--- config.mk ---
export PLATFORM = sky130hd
export DESIGN_NAME = l1_traffic_gen_param_flat
export DESIGN_NICKNAME = d
export VERILOG_FILES = /design/src/rtl/l1_traffic_gen_param_if.sv /design/src/rtl/l1_traffic_gen_param.sv /design/src/flat_wrapper.sv
export SDC_FILE = /design/constraint.sdc
export NUM_CORES = 1
export LEC_CHECK = 0
export CAP_MARGIN = 20
export CORE_MARGIN = 4
export CORE_UTILIZATION = 66
export DETAILED_ROUTE_END_ITERATION = 10
export GPL_ROUTABILITY_DRIVEN = 0
export PLACE_DENSITY = 0.85
export SLEW_MARGIN = 20
export SYNTH_ARGS = -nofsm -noshare
export SYNTH_HDL_FRONTEND = slang
export SYNTH_SLANG_ARGS = --single-unit
--- constraint.sdc ---
create_clock -name clk -period 17.8 [get_ports clk]
set_input_delay 3.56 -clock clk [delete_from_list [all_inputs] [get_ports clk]]
set_output_delay 3.56 -clock clk [all_outputs]
set_load 0.05 [all_outputs]
--- src/rtl/l1_traffic_gen_param_if.sv ---
// Cache request/response port between the traffic generator and the L1 data cache.
// One request outstanding at a time: accept = req_valid && !resp_stall.
interface l1_traffic_gen_param_if #(
  parameter int ADDR_W = 32,
  parameter int DATA_W = 32
) ();
  logic                  req_valid;
  logic                  req_we;
  logic [ADDR_W-1:0]     req_addr;
  logic [DATA_W-1:0]     req_wdata;
  logic [DATA_W/8-1:0]   req_wstrb;
  logic                  resp_stall;
  logic                  resp_valid;
  logic [DATA_W-1:0]     resp_rdata;

  modport master (
    output req_valid, req_we, req_addr, req_wdata, req_wstrb,
    input  resp_stall, resp_valid, resp_rdata
  );

  modport slave (
    input  req_valid, req_we, req_addr, req_wdata, req_wstrb,
    output resp_stall, resp_valid, resp_rdata
  );
endinterface

--- src/rtl/l1_traffic_gen_param.sv ---
// L1 cache stimulus generator: directed, LFSR-random and stale-prep phases with a
// shadow scoreboard that checks read data against the last value written to each line.
module l1_traffic_gen_param #(
  parameter int                ADDR_W         = 32,
  parameter int                DATA_W         = 32,
  parameter logic [ADDR_W-1:0] BASE_ADDR      = 'h0000_1000,
  parameter int                LINE_BYTES     = 16,
  parameter int                N_DIRECTED     = 8,
  parameter int                N_RANDOM       = 64,
  parameter int                N_STALE        = 4,
  parameter int                IDLE_CYCLES    = 80,
  parameter int                RAND_LINE_BITS = 8,
  parameter logic [31:0]       SEED           = 32'h1ACE_D00D,
  parameter int                SB_DEPTH       = 16
) (
  input  logic        clk,
  input  logic        rst_n,
  input  logic        start,
  input  logic [2:0]  mode_mask,
  output logic        busy,
  output logic        done,
  output logic [15:0] req_count,
  output logic [15:0] err_count,
  output logic        mismatch,
  l1_traffic_gen_param_if.master bus
);

  localparam int OFF    = $clog2(LINE_BYTES);
  localparam int SB_W   = $clog2(SB_DEPTH);
  localparam int TAG_W  = ADDR_W - OFF - SB_W;
  localparam int NREP   = DATA_W / 32;
  localparam int STRB_W = DATA_W / 8;
  localparam int H      = N_DIRECTED / 2;
  localparam logic [ADDR_W-1:0] LINE_MASK = ~ADDR_W'(LINE_BYTES - 1);

  typedef enum logic [2:0] {
    S_IDLE, S_DIR, S_RAND, S_PREP, S_SIDLE, S_DONE
  } state_t;

  function automatic logic [15:0] sat_inc(input logic [15:0] v);
    return (v == 16'hFFFF) ? v : v + 16'd1;
  endfunction

  // First enabled phase at or after position 'from' (0 directed, 1 random, 2 stale).
  function automatic state_t next_phase(input logic [2:0] m, input logic [1:0] from);
    if (from == 2'd0 && m[0]) return S_DIR;
    if (from <= 2'd1 && m[1]) return S_RAND;
    if (m[2])                 return S_PREP;
    return S_DONE;
  endfunction

  state_t              state, state_n;
  logic [2:0]          mask_q;
  logic                pending;
  logic [31:0]         idx;
  logic [31:0]         lfsr;
  logic [SB_DEPTH-1:0] sb_vld;
  logic [TAG_W-1:0]    sb_tag  [SB_DEPTH];
  logic [DATA_W-1:0]   sb_data [SB_DEPTH];

  logic                we_p0, req_valid_p0, accept_p0, in_req, start_ok, last_resp;
  logic [ADDR_W-1:0]   addr_p0;
  logic [DATA_W-1:0]   wdata_p0;
  logic [STRB_W-1:0]   wstrb_p0;
  logic [31:0]         len_p0;
  logic [SB_W-1:0]     ix_p0;
  logic [TAG_W-1:0]    tag_p0;
  logic                sb_hit_p0;
  logic                exp_vld_p1, mm_p1, proto_err;
  logic [DATA_W-1:0]   exp_data_p1;

  // Stage p0: request fields are a pure function of state, index and LFSR, so they
  // hold still while the cache stalls.
  always_comb begin
    we_p0    = 1'b0;
    addr_p0  = '0;
    wdata_p0 = '0;
    wstrb_p0 = '0;
    len_p0   = '0;
    case (state)
      S_DIR: begin
        len_p0   = 32'(N_DIRECTED);
        we_p0    = idx < 32'(H);
        addr_p0  = BASE_ADDR + ADDR_W'(idx % 32'(H)) * ADDR_W'(LINE_BYTES);
        wdata_p0 = {NREP{32'hA5A5_0000 | idx}};
        wstrb_p0 = '1;
      end
      S_RAND: begin
        len_p0   = 32'(N_RANDOM);
        we_p0    = lfsr[0];
        addr_p0  = BASE_ADDR & LINE_MASK;
        addr_p0[OFF +: RAND_LINE_BITS] = lfsr[RAND_LINE_BITS-1:0];
        wdata_p0 = {NREP{lfsr[15:0], lfsr[31:16]}};
        wstrb_p0 = {STRB_W{lfsr[0]}};
      end
      S_PREP: begin
        len_p0  = 32'(N_STALE);
        addr_p0 = BASE_ADDR + ADDR_W'(idx) * ADDR_W'(4 * LINE_BYTES);
      end
      default: ;
    endcase
  end

  assign in_req       = (state == S_DIR) || (state == S_RAND) || (state == S_PREP);
  assign req_valid_p0 = in_req && !pending && (idx < len_p0);
  assign accept_p0    = req_valid_p0 && !bus.resp_stall;
  assign last_resp    = in_req && pending && bus.resp_valid && (idx == len_p0);
  assign start_ok     = start && ((state == S_IDLE) || (state == S_DONE));
  assign ix_p0        = addr_p0[OFF +: SB_W];
  assign tag_p0       = addr_p0[ADDR_W-1 : OFF+SB_W];
  assign sb_hit_p0    = sb_vld[ix_p0] && (sb_tag[ix_p0] == tag_p0);

  assign bus.req_valid = req_valid_p0;
  assign bus.req_we    = we_p0;
  assign bus.req_addr  = addr_p0;
  assign bus.req_wdata = wdata_p0;
  assign bus.req_wstrb = wstrb_p0;

  assign busy = in_req || (state == S_SIDLE);
  assign done = (state == S_DONE);

  // Stage p1: response checked against the expectation latched at accept.
  assign proto_err = bus.resp_valid && !pending;
  assign mm_p1     = bus.resp_valid && pending && exp_vld_p1 && (bus.resp_rdata != exp_data_p1);

  always_comb begin
    state_n = state;
    case (state)
      S_IDLE, S_DONE: if (start_ok) state_n = next_phase(mode_mask, 2'd0);
      S_DIR:          if (last_resp) state_n = next_phase(mask_q, 2'd1);
      S_RAND:         if (last_resp) state_n = next_phase(mask_q, 2'd2);
      S_PREP:         if (last_resp) state_n = S_SIDLE;
      S_SIDLE:        if (idx == 32'(IDLE_CYCLES - 1)) state_n = S_DONE;
      default:        state_n = S_IDLE;
    endcase
  end

  always_ff @(posedge clk or negedge rst_n) begin
    if (!rst_n) begin
      state      <= S_IDLE;
      mask_q     <= '0;
      pending    <= 1'b0;
      idx        <= '0;
      lfsr       <= SEED;
      req_count  <= '0;
      err_count  <= '0;
      mismatch   <= 1'b0;
      exp_vld_p1 <= 1'b0;
      sb_vld     <= '0;
    end else begin
      state    <= state_n;
      mismatch <= mm_p1;
      if (start_ok) mask_q <= mode_mask;
      if (start_ok || (state_n != state)) idx <= '0;
      else if (accept_p0 || (state == S_SIDLE)) idx <= idx + 32'd1;
      if (accept_p0)             pending <= 1'b1;
      else if (bus.resp_valid)   pending <= 1'b0;
      if (accept_p0 && (state == S_RAND))
        lfsr <= {lfsr[30:0], lfsr[31] ^ lfsr[21] ^ lfsr[1] ^ lfsr[0]};
      if (start_ok)       req_count <= '0;
      else if (accept_p0) req_count <= sat_inc(req_count);
      if (start_ok)                 err_count <= '0;
      else if (proto_err || mm_p1)  err_count <= sat_inc(err_count);
      if (accept_p0) begin
        exp_vld_p1 <= !we_p0 && sb_hit_p0;
        if (we_p0) sb_vld[ix_p0] <= 1'b1;
      end
    end
  end

  always_ff @(posedge clk) begin
    if (accept_p0) begin
      exp_data_p1 <= sb_data[ix_p0];
      if (we_p0) begin
        sb_tag[ix_p0]  <= tag_p0;
        sb_data[ix_p0] <= wdata_p0;
      end
    end
  end

endmodule

--- src/flat_wrapper.sv ---
// flat-port wrapper written by rule: the top's interface ports become plain ports
module l1_traffic_gen_param_flat 
#(
  parameter int                ADDR_W         = 32,
  parameter int                DATA_W         = 32,
  parameter logic [ADDR_W-1:0] BASE_ADDR      = 'h0000_1000,
  parameter int                LINE_BYTES     = 16,
  parameter int                N_DIRECTED     = 8,
  parameter int                N_RANDOM       = 64,
  parameter int                N_STALE        = 4,
  parameter int                IDLE_CYCLES    = 80,
  parameter int                RAND_LINE_BITS = 8,
  parameter logic [31:0]       SEED           = 32'h1ACE_D00D,
  parameter int                SB_DEPTH       = 16
)
  (clk, rst_n, start, mode_mask, busy, done, req_count, err_count, mismatch, bus_req_valid, bus_req_we, bus_req_addr, bus_req_wdata, bus_req_wstrb, bus_resp_stall, bus_resp_valid, bus_resp_rdata);
  l1_traffic_gen_param_if #(.ADDR_W(ADDR_W), .DATA_W(DATA_W)) bus_i ();
  input  logic clk;
  input  logic rst_n;
  input  logic start;
  input  logic [2:0] mode_mask;
  output logic busy;
  output logic done;
  output logic [15:0] req_count;
  output logic [15:0] err_count;
  output logic mismatch;
  output wire logic [$bits(bus_i.req_valid)-1:0] bus_req_valid;
  output wire logic [$bits(bus_i.req_we)-1:0] bus_req_we;
  output wire logic [$bits(bus_i.req_addr)-1:0] bus_req_addr;
  output wire logic [$bits(bus_i.req_wdata)-1:0] bus_req_wdata;
  output wire logic [$bits(bus_i.req_wstrb)-1:0] bus_req_wstrb;
  input wire logic [$bits(bus_i.resp_stall)-1:0] bus_resp_stall;
  input wire logic [$bits(bus_i.resp_valid)-1:0] bus_resp_valid;
  input wire logic [$bits(bus_i.resp_rdata)-1:0] bus_resp_rdata;
  assign bus_req_valid = bus_i.req_valid;
  assign bus_req_we = bus_i.req_we;
  assign bus_req_addr = bus_i.req_addr;
  assign bus_req_wdata = bus_i.req_wdata;
  assign bus_req_wstrb = bus_i.req_wstrb;
  assign bus_i.resp_stall = bus_resp_stall;
  assign bus_i.resp_valid = bus_resp_valid;
  assign bus_i.resp_rdata = bus_resp_rdata;
  l1_traffic_gen_param #(.ADDR_W(ADDR_W), .DATA_W(DATA_W), .BASE_ADDR(BASE_ADDR), .LINE_BYTES(LINE_BYTES), .N_DIRECTED(N_DIRECTED), .N_RANDOM(N_RANDOM), .N_STALE(N_STALE), .IDLE_CYCLES(IDLE_CYCLES), .RAND_LINE_BITS(RAND_LINE_BITS), .SEED(SEED), .SB_DEPTH(SB_DEPTH)) u_core (.clk(clk), .rst_n(rst_n), .start(start), .mode_mask(mode_mask), .busy(busy), .done(done), .req_count(req_count), .err_count(err_count), .mismatch(mismatch), .bus(bus_i));
endmodule
==> results of run 1 <==
-- worst paths after layout --
check / to / slack, ns / cells past startpoint / start
max: bus_req_valid / 9.73 / 8 / u_core.state[2]
max in group asynchronous: u_core.lfsr[16] / 13.50 / 2 / rst_n
min: u_core.sb_vld[4] / 0.38 / 0 / u_core.sb_vld[4]
min in group asynchronous: u_core.req_count[6] / 3.06 / 1 / rst_n
min reg2reg: u_core.sb_vld[4] / 0.38 / 0 / u_core.sb_vld[4]
max reg2reg: u_core.sb_tag[2][12] / 11.77 / 12 / u_core.state[2]
-- area by class of cell --
type / instances / area (um2)
clock inverters: 57 / 689
flip-flops and latches: 1048 / 30900
fillers: 3623 / 15000
repair buffers: 214 / 2020
multi-input cells: 2399 / 13200
well taps: 864 / 1080
inverters: 28 / 119
clock buffers: 129 / 2750
-- per-stage QoR --
step	hold WS, ns	std cells	util (%)	worst slack [ns]
after floorplan	0.428	3712	-	10.07
after global placement	0.365	4551	71.8	10.63
after detailed placement	0.366	4552	71.8	10.50
after CTS	0.384	4738	77.1	9.76
after global routing	0.405	4739	77.1	9.44
final	0.385	4739	77.1	9.73
-- sequential cells by signal, summed over array words and instances (netlist names), 16 cells and up --
| name | cells |
|---|---|
| u_core.idx | 32 |
| u_core.err_count | 16 |
| u_core.sb_tag | 384 |
| u_core.sb_vld | 16 |
| u_core.lfsr | 32 |
| u_core.exp_data_p1 | 32 |
| u_core.sb_data | 512 |
| u_core.req_count | 16 |
-- cells by family (layout without fill, tap and decap cells) --
group | Yosys count | after routing
compound gates | 396 | 396
buf+inv | 265 | 428
mux | 95 | 95
simple gates | 1429 | 1429
other cells | 1 | 340
xor+xnor | 128 | 128
fa+ha+maj | 11 | 11
flops | 1048 | 1048
-- power by group --
| group | internal (mW) | switching [mW] |
|---|---|---|
| Combinational | 0.679 | 1.65 |
| Sequential | 2.92 | 0.0864 |
| Clock | 1.28 | 0.920 |
| Total | 4.88 | 2.65 |
-- metal layers --
metal  global-route usage, %  up-vias
met5                       0        -
met4                    14.2        0
met3                    6.34      364
met2                    51.4     2086
met1                    43.0    14700
li1                        -    13000
-- synth_stat cells, types with 7 or more instances --
master | number | area [um2]
nor4_1 | 28 | 175
a31oi_1 | 50 | 313
edfxtp_1 | 928 | 27900
buf_1 | 21 | 78.8
buf_4 | 12 | 90.1
a311oi_1 | 74 | 648
nor3_1 | 21 | 105
dfstp_2 | 14 | 368
nand4_1 | 28 | 175
clkbuf_1 | 144 | 541
xor2_1 | 73 | 639
a32oi_1 | 20 | 175
o21ai_0 | 39 | 195
nand3_1 | 322 | 1610
and3_1 | 96 | 601
or3_1 | 8 | 50.1
a21oi_1 | 39 | 195
buf_2 | 54 | 270
a211o_1 | 7 | 61.3
a2111oi_0 | 27 | 236
nand2_1 | 724 | 2720
ha_1 | 11 | 138
nor2_1 | 131 | 492
a221oi_1 | 7 | 61.3
xnor2_1 | 55 | 482
dfrtp_1 | 106 | 2650
mux2_2 | 36 | 405
a22oi_1 | 18 | 135
or2_2 | 12 | 75.1
a211oi_1 | 36 | 270
inv_1 | 23 | 86.3
a22o_1 | 21 | 184
mux2i_1 | 57 | 571
==> impl_metrics.csv, run 1 <==
group,metric,value,unit
run_status,outcome,"finished clean",
synthesis,synth.area.mux_share,2.33,%
worst_hold_path,holdCritPathClass,"flop to flop",
detailed_routing,m1WireLength,41.1,mm
global_routing,grt-ovfl-total,0,
critical_path,path_class,"flop to output pin",
synthesis,yosysSeqAreaShare,70.5,%
die,chipHeight,266,um
sta,finalSetupViolations,0,
critical_path,cp_common_cell,"inv_1",
critical_path,path_delay_family,"buffers and inverters",
final_layout,nets,3843,
cts,postCtsSetupBuffers,0,
critical_path,critPathRequiredTime,14.24,ns
sta,period_needed,8.07,ns
synthesis,yosys.area_share.adder,0.314,%
synthesis,ys_ff_latch,1048,
cts,clock_path_buffers,3,
cts,post_cts_resized,0,
detailed_routing,vias_per_cell,6.36,
sta,final-hold-violation-count,0,
die,die_w,266,um
global_routing,grt_max_degree,206,
critical_path,arrival,4.51,ns
global_routing,grt_usage,31.9,%
synthesis,synth_ff_type,"edfxtp_1",
placed_design,post_dp_cell_area,47200,um2
final_layout,stdcell_area,50700,um2
power,power.leakage,18.3,nW
cts,clock-root-buffer,"clkbuf_16",
cts,clk_pin_slew_worst_paths,0.07,ns
synthesis,synth_simple_gate_area_share,14.9,%
final_layout,drive_gt1_share,8.88,%
critical_path,crit_chain,"nor3b_2, buf_4, inv_1, ha_1, a2111oi_0, o2111ai_2, inv_1, clkdlybuf4s50_1",
synthesis,synth_xor_area_share,2.56,%
synthesis,ys_types,90,
power,power_per_cell_area,149,nW/um2
synthesis,synth_compound_area_share,6.76,%
die,core,65700,um2
detailed_routing,drc_errors,0,
detailed_routing,ant_nets,0,
detailed_routing,dr.pass1.iters,8,
synthesis,synth_top_family_by_area,"simple AND/OR/NAND/NOR gates",
synthesis,syn_area,43800,um2
detailed_routing,wl_met2,55.3,mm
detailed_routing,top_layer_used,"met4",
cts,clk_latency,0.67,ns
cts,cts_buffers,101,
synthesis,async_flop_share,11.5,%
sta,rsz0062_at_grt,"false",
flow_run,max-cap-violations,0,
critical_path,crit_path_start_kind,"flop",
final_layout,final_common_cell,"edfxtp_1",
synthesis,avgSynthCellArea,13.0,um2
die,ios,145,
placed_design,numPortBuffers,140,
power,ir_drop,0.232,mV
global_routing,grt_pass1_wl,173,mm
sta,fmax,124,MHz
sta,finalClockSkew,0.0248,ns
critical_path,critPathMaxStageDelay,0.82,ns
critical_path,crit_fanout,25,
die,die_area,70500,um2
critical_path,critPathSlowestCell,"dfrtp_1",
synthesis,ys_warn_count,0,
global_routing,grt_pass1_vias,30000,
global_routing,antenna_found_initial,2,
final_layout,area_growth,15.7,%
power,power.total,7.53,mW
sta,slew_headroom,16.9,%
die,rows,94,
placed_design,hpwl,65.1,mm
cts,hold_buffers,0,
final_layout,mostFrequentLayoutCells,"edfxtp_1, nand2_1, conb_1, nand3_1, clkdlybuf4s50_1",
critical_path,path_buf_inv,4,
sta,worstMarginPinSlew,1.22,ns
detailed_routing,wirelength,114,mm
detailed_routing,wl_met3,12.8,mm
synthesis,netlist_instances,3373,
detailed_routing,vias,30100,
cts,cts_tree,"built",
final_layout,num_antenna_cells,0,
die,start_util,66.6,%
cts,htree_num_levels,3,
critical_path,cp-end-kind,"output pin",
detailed_routing,routedWlPerCell,24.1,um
detailed_routing,drtIter0Drc,4501,
sta,setup_tns,0,ns
cts,cts_sinks,1048,
sta,finalCritPeriodShare,45.3,%
synthesis,synth-edff-count,928,
sta,slew_violations,0,
Power figures use the tool's default switching activity.
==> run 2: changes to the inputs <==
--- a/config.mk
+++ b/config.mk
@@ -7,10 +7,10 @@
 export LEC_CHECK = 0
 export CAP_MARGIN = 20
 export CORE_MARGIN = 4
-export CORE_UTILIZATION = 66
+export CORE_UTILIZATION = 55
 export DETAILED_ROUTE_END_ITERATION = 10
 export GPL_ROUTABILITY_DRIVEN = 0
-export PLACE_DENSITY = 0.85
+export PLACE_DENSITY = 0.76
 export SLEW_MARGIN = 20
 export SYNTH_ARGS = -nofsm -noshare
 export SYNTH_HDL_FRONTEND = slang
==> constraint.sdc (replaced) <==
create_clock -name clk -period 6.6 [get_ports clk]
set_input_delay 1.32 -clock clk [delete_from_list [all_inputs] [get_ports clk]]
set_output_delay 1.32 -clock clk [all_outputs]
set_load 0.05 [all_outputs]
==> run 2 against run 1 <==
Net effect: critical path type unchanged; sequential power rose to 2.7 times the previous value; clock skew rose by 0.0033 ns; highest routed layer unchanged; clock-buffer cell count did not move; cell area rose by 0.39%; die area rose by 19%; global-route usage fell by 5.5 points; core utilization fell by 13 points; non-clock buffer count fell by 1.
==> impl_metrics.csv, run 2 (synthesis results as in run 1) <==
group,metric,value,unit
sta,slew_violations,0,
critical_path,critPathMaxStageDelay,1.03,ns
detailed_routing,vias_per_cell,5.94,
detailed_routing,routedWlPerCell,23.0,um
critical_path,path_class,"flop to output pin",
critical_path,crit_path_start_kind,"flop",
cts,clk_latency,0.67,ns
global_routing,grt_usage,26.3,%
die,start_util,55.4,%
cts,htree_num_levels,3,
final_layout,layoutNonFillerInstCount,4930,
worst_hold_path,holdCritPathClass,"flop to flop",
critical_path,critPathSlowestCell,"nand4bb_2",
detailed_routing,wirelength,113,mm
cts,post_cts_resized,0,
global_routing,grt_pass1_wl,171,mm
critical_path,arrival,4.11,ns
sta,period_needed,5.43,ns
sta,finalClockSkew,0.0281,ns
global_routing,grt-ovfl-total,0,
global_routing,antenna_found_initial,1,
die,chipHeight,290,um
power,ir_drop,0.584,mV
final_layout,area_growth,16.2,%
die,rows,103,
detailed_routing,drtIter0Drc,3723,
placed_design,place_inst,4738,
detailed_routing,vias,29300,
placed_design,numPortBuffers,140,
detailed_routing,dr.pass1.iters,7,
critical_path,critPathRequiredTime,5.28,ns
sta,rsz0062_at_grt,"false",
die,core,79000,um2
critical_path,path_buf_inv,1,
cts,clock-root-buffer,"clkbuf_16",
final_layout,largest_reg_flops,512,
critical_path,crit_fanout,26,
critical_path,cp-end-kind,"output pin",
global_routing,grt_pass1_vias,28500,
final_layout,nets,3843,
sta,setup_tns,0,ns
cts,clock_path_buffers,3,
critical_path,crit_chain,"nand4bb_2, nand2_1, clkdlybuf4s50_1",
cts,hold_buffers,0,
die,die_area,84200,um2
cts,cts_sinks,1048,
cts,postCtsSetupBuffers,0,
final_layout,drive_gt1_share,9.13,%
final_layout,top_register,"u_core.sb_data",
sta,fmax,184,MHz
detailed_routing,ant_nets,0,
sta,worstMarginPinSlew,1.13,ns
cts,cts_buffers,102,
run_status,outcome,"finished clean",
critical_path,path_delay_family,"simple AND/OR/NAND/NOR gates",
cts,cts_tree,"built",
final_layout,mostFrequentLayoutCells,"edfxtp_1, nand2_1, conb_1, nand3_1, clkdlybuf4s50_1",
die,ios,145,
power,power.leakage,18.3,nW
power,power_per_cell_area,395,nW/um2
global_routing,grt_max_degree,172,
sta,final-hold-violation-count,0,
cts,clk_pin_slew_worst_paths,0.06,ns
die,die_w,290,um
sta,slew_headroom,23.8,%
final_layout,final_common_cell,"edfxtp_1",
sta,finalCritPeriodShare,82.3,%
flow_run,max-cap-violations,0,
placed_design,hpwl,65.0,mm
final_layout,top_regs,"u_core.sb_data: 512 flops, u_core.sb_tag: 384 flops",
detailed_routing,drc_errors,0,
sta,finalSetupViolations,0,
## run 2: final timing paths
check	from	end	depth (start not counted)	slack (ns)
worst max-delay path	u_core.state[2]	bus_req_wdata[0]	3	1.17
worst min-delay path	u_core.sb_vld[4]	u_core.sb_vld[4]	0	0.38
worst max register to register	u_core.state[2]	u_core.sb_data[13][24]	11	1.53
worst min register to register	u_core.sb_vld[4]	u_core.sb_vld[4]	0	0.38
max in group asynchronous	rst_n	u_core.idx[26]	2	4.51
min in group asynchronous	rst_n	u_core.req_count[10]	1	0.74
## run 2: worst reg2reg max path, stage by stage (launching register included)
cell,delay [ns]
dfrtp_1,0.84
nor3b_2,0.10
buf_4,0.25
inv_1,0.60
ha_1,0.38
a2111oi_0,0.50
o2111ai_2,0.23
or2_2,0.43
nor3_1,0.22
nand2_1,0.27
nor2_4,0.18
buf_4,0.69
## run 2: per-layer routing
layer  global-route usage [%]  part of all wire (%)  routed length [um]  up-vias
met5                        0                     0                   0        -
li1                         -                     -                   -    13000
met4                     9.82                   3.2                3680        0
met1                     36.8                    40               44900    14500
met2                     41.7                    47               53300     1559
met3                     5.01                    10               11500      239
## run 2: power by group
group          total, mW  switching, mW  internal (mW)  leakage, nW
registers           8.09          0.215           7.87         9.93
logic               6.16           4.34           1.83         6.68
clock network       5.88           2.44           3.43         1.67
total               20.1           6.99           13.1         18.3
## run 2: per-stage QoR
step / util, % / total power [mW] / worst slack [ns] / instance area [um2] / hold WS [ns]
final: 64.4 / 20.1 / 1.17 / 50900 / 0.382
after global routing: 64.4 / 21.0 / 0.948 / 50900 / 0.397
after CTS: 64.4 / 20.2 / 0.866 / 50900 / 0.382
after detailed placement: 60.1 / 14.3 / 1.59 / 47500 / 0.368
after global placement: 60.1 / 14.2 / 1.66 / 47500 / 0.364
after floorplan: - / 12.4 / 0.0122 / 45100 / 0.428
## run 2: final cells by class
class | instances | area, um2
diodes | 2 | 5.00
clock buffers | 129 | 2770
multi-input cells | 2399 | 13200
clock inverters | 61 | 631
flip-flops and latches | 1048 | 30900
well taps | 1050 | 1310
inverters | 28 | 119
repair buffers | 213 | 1990
fillers | 5705 | 28100
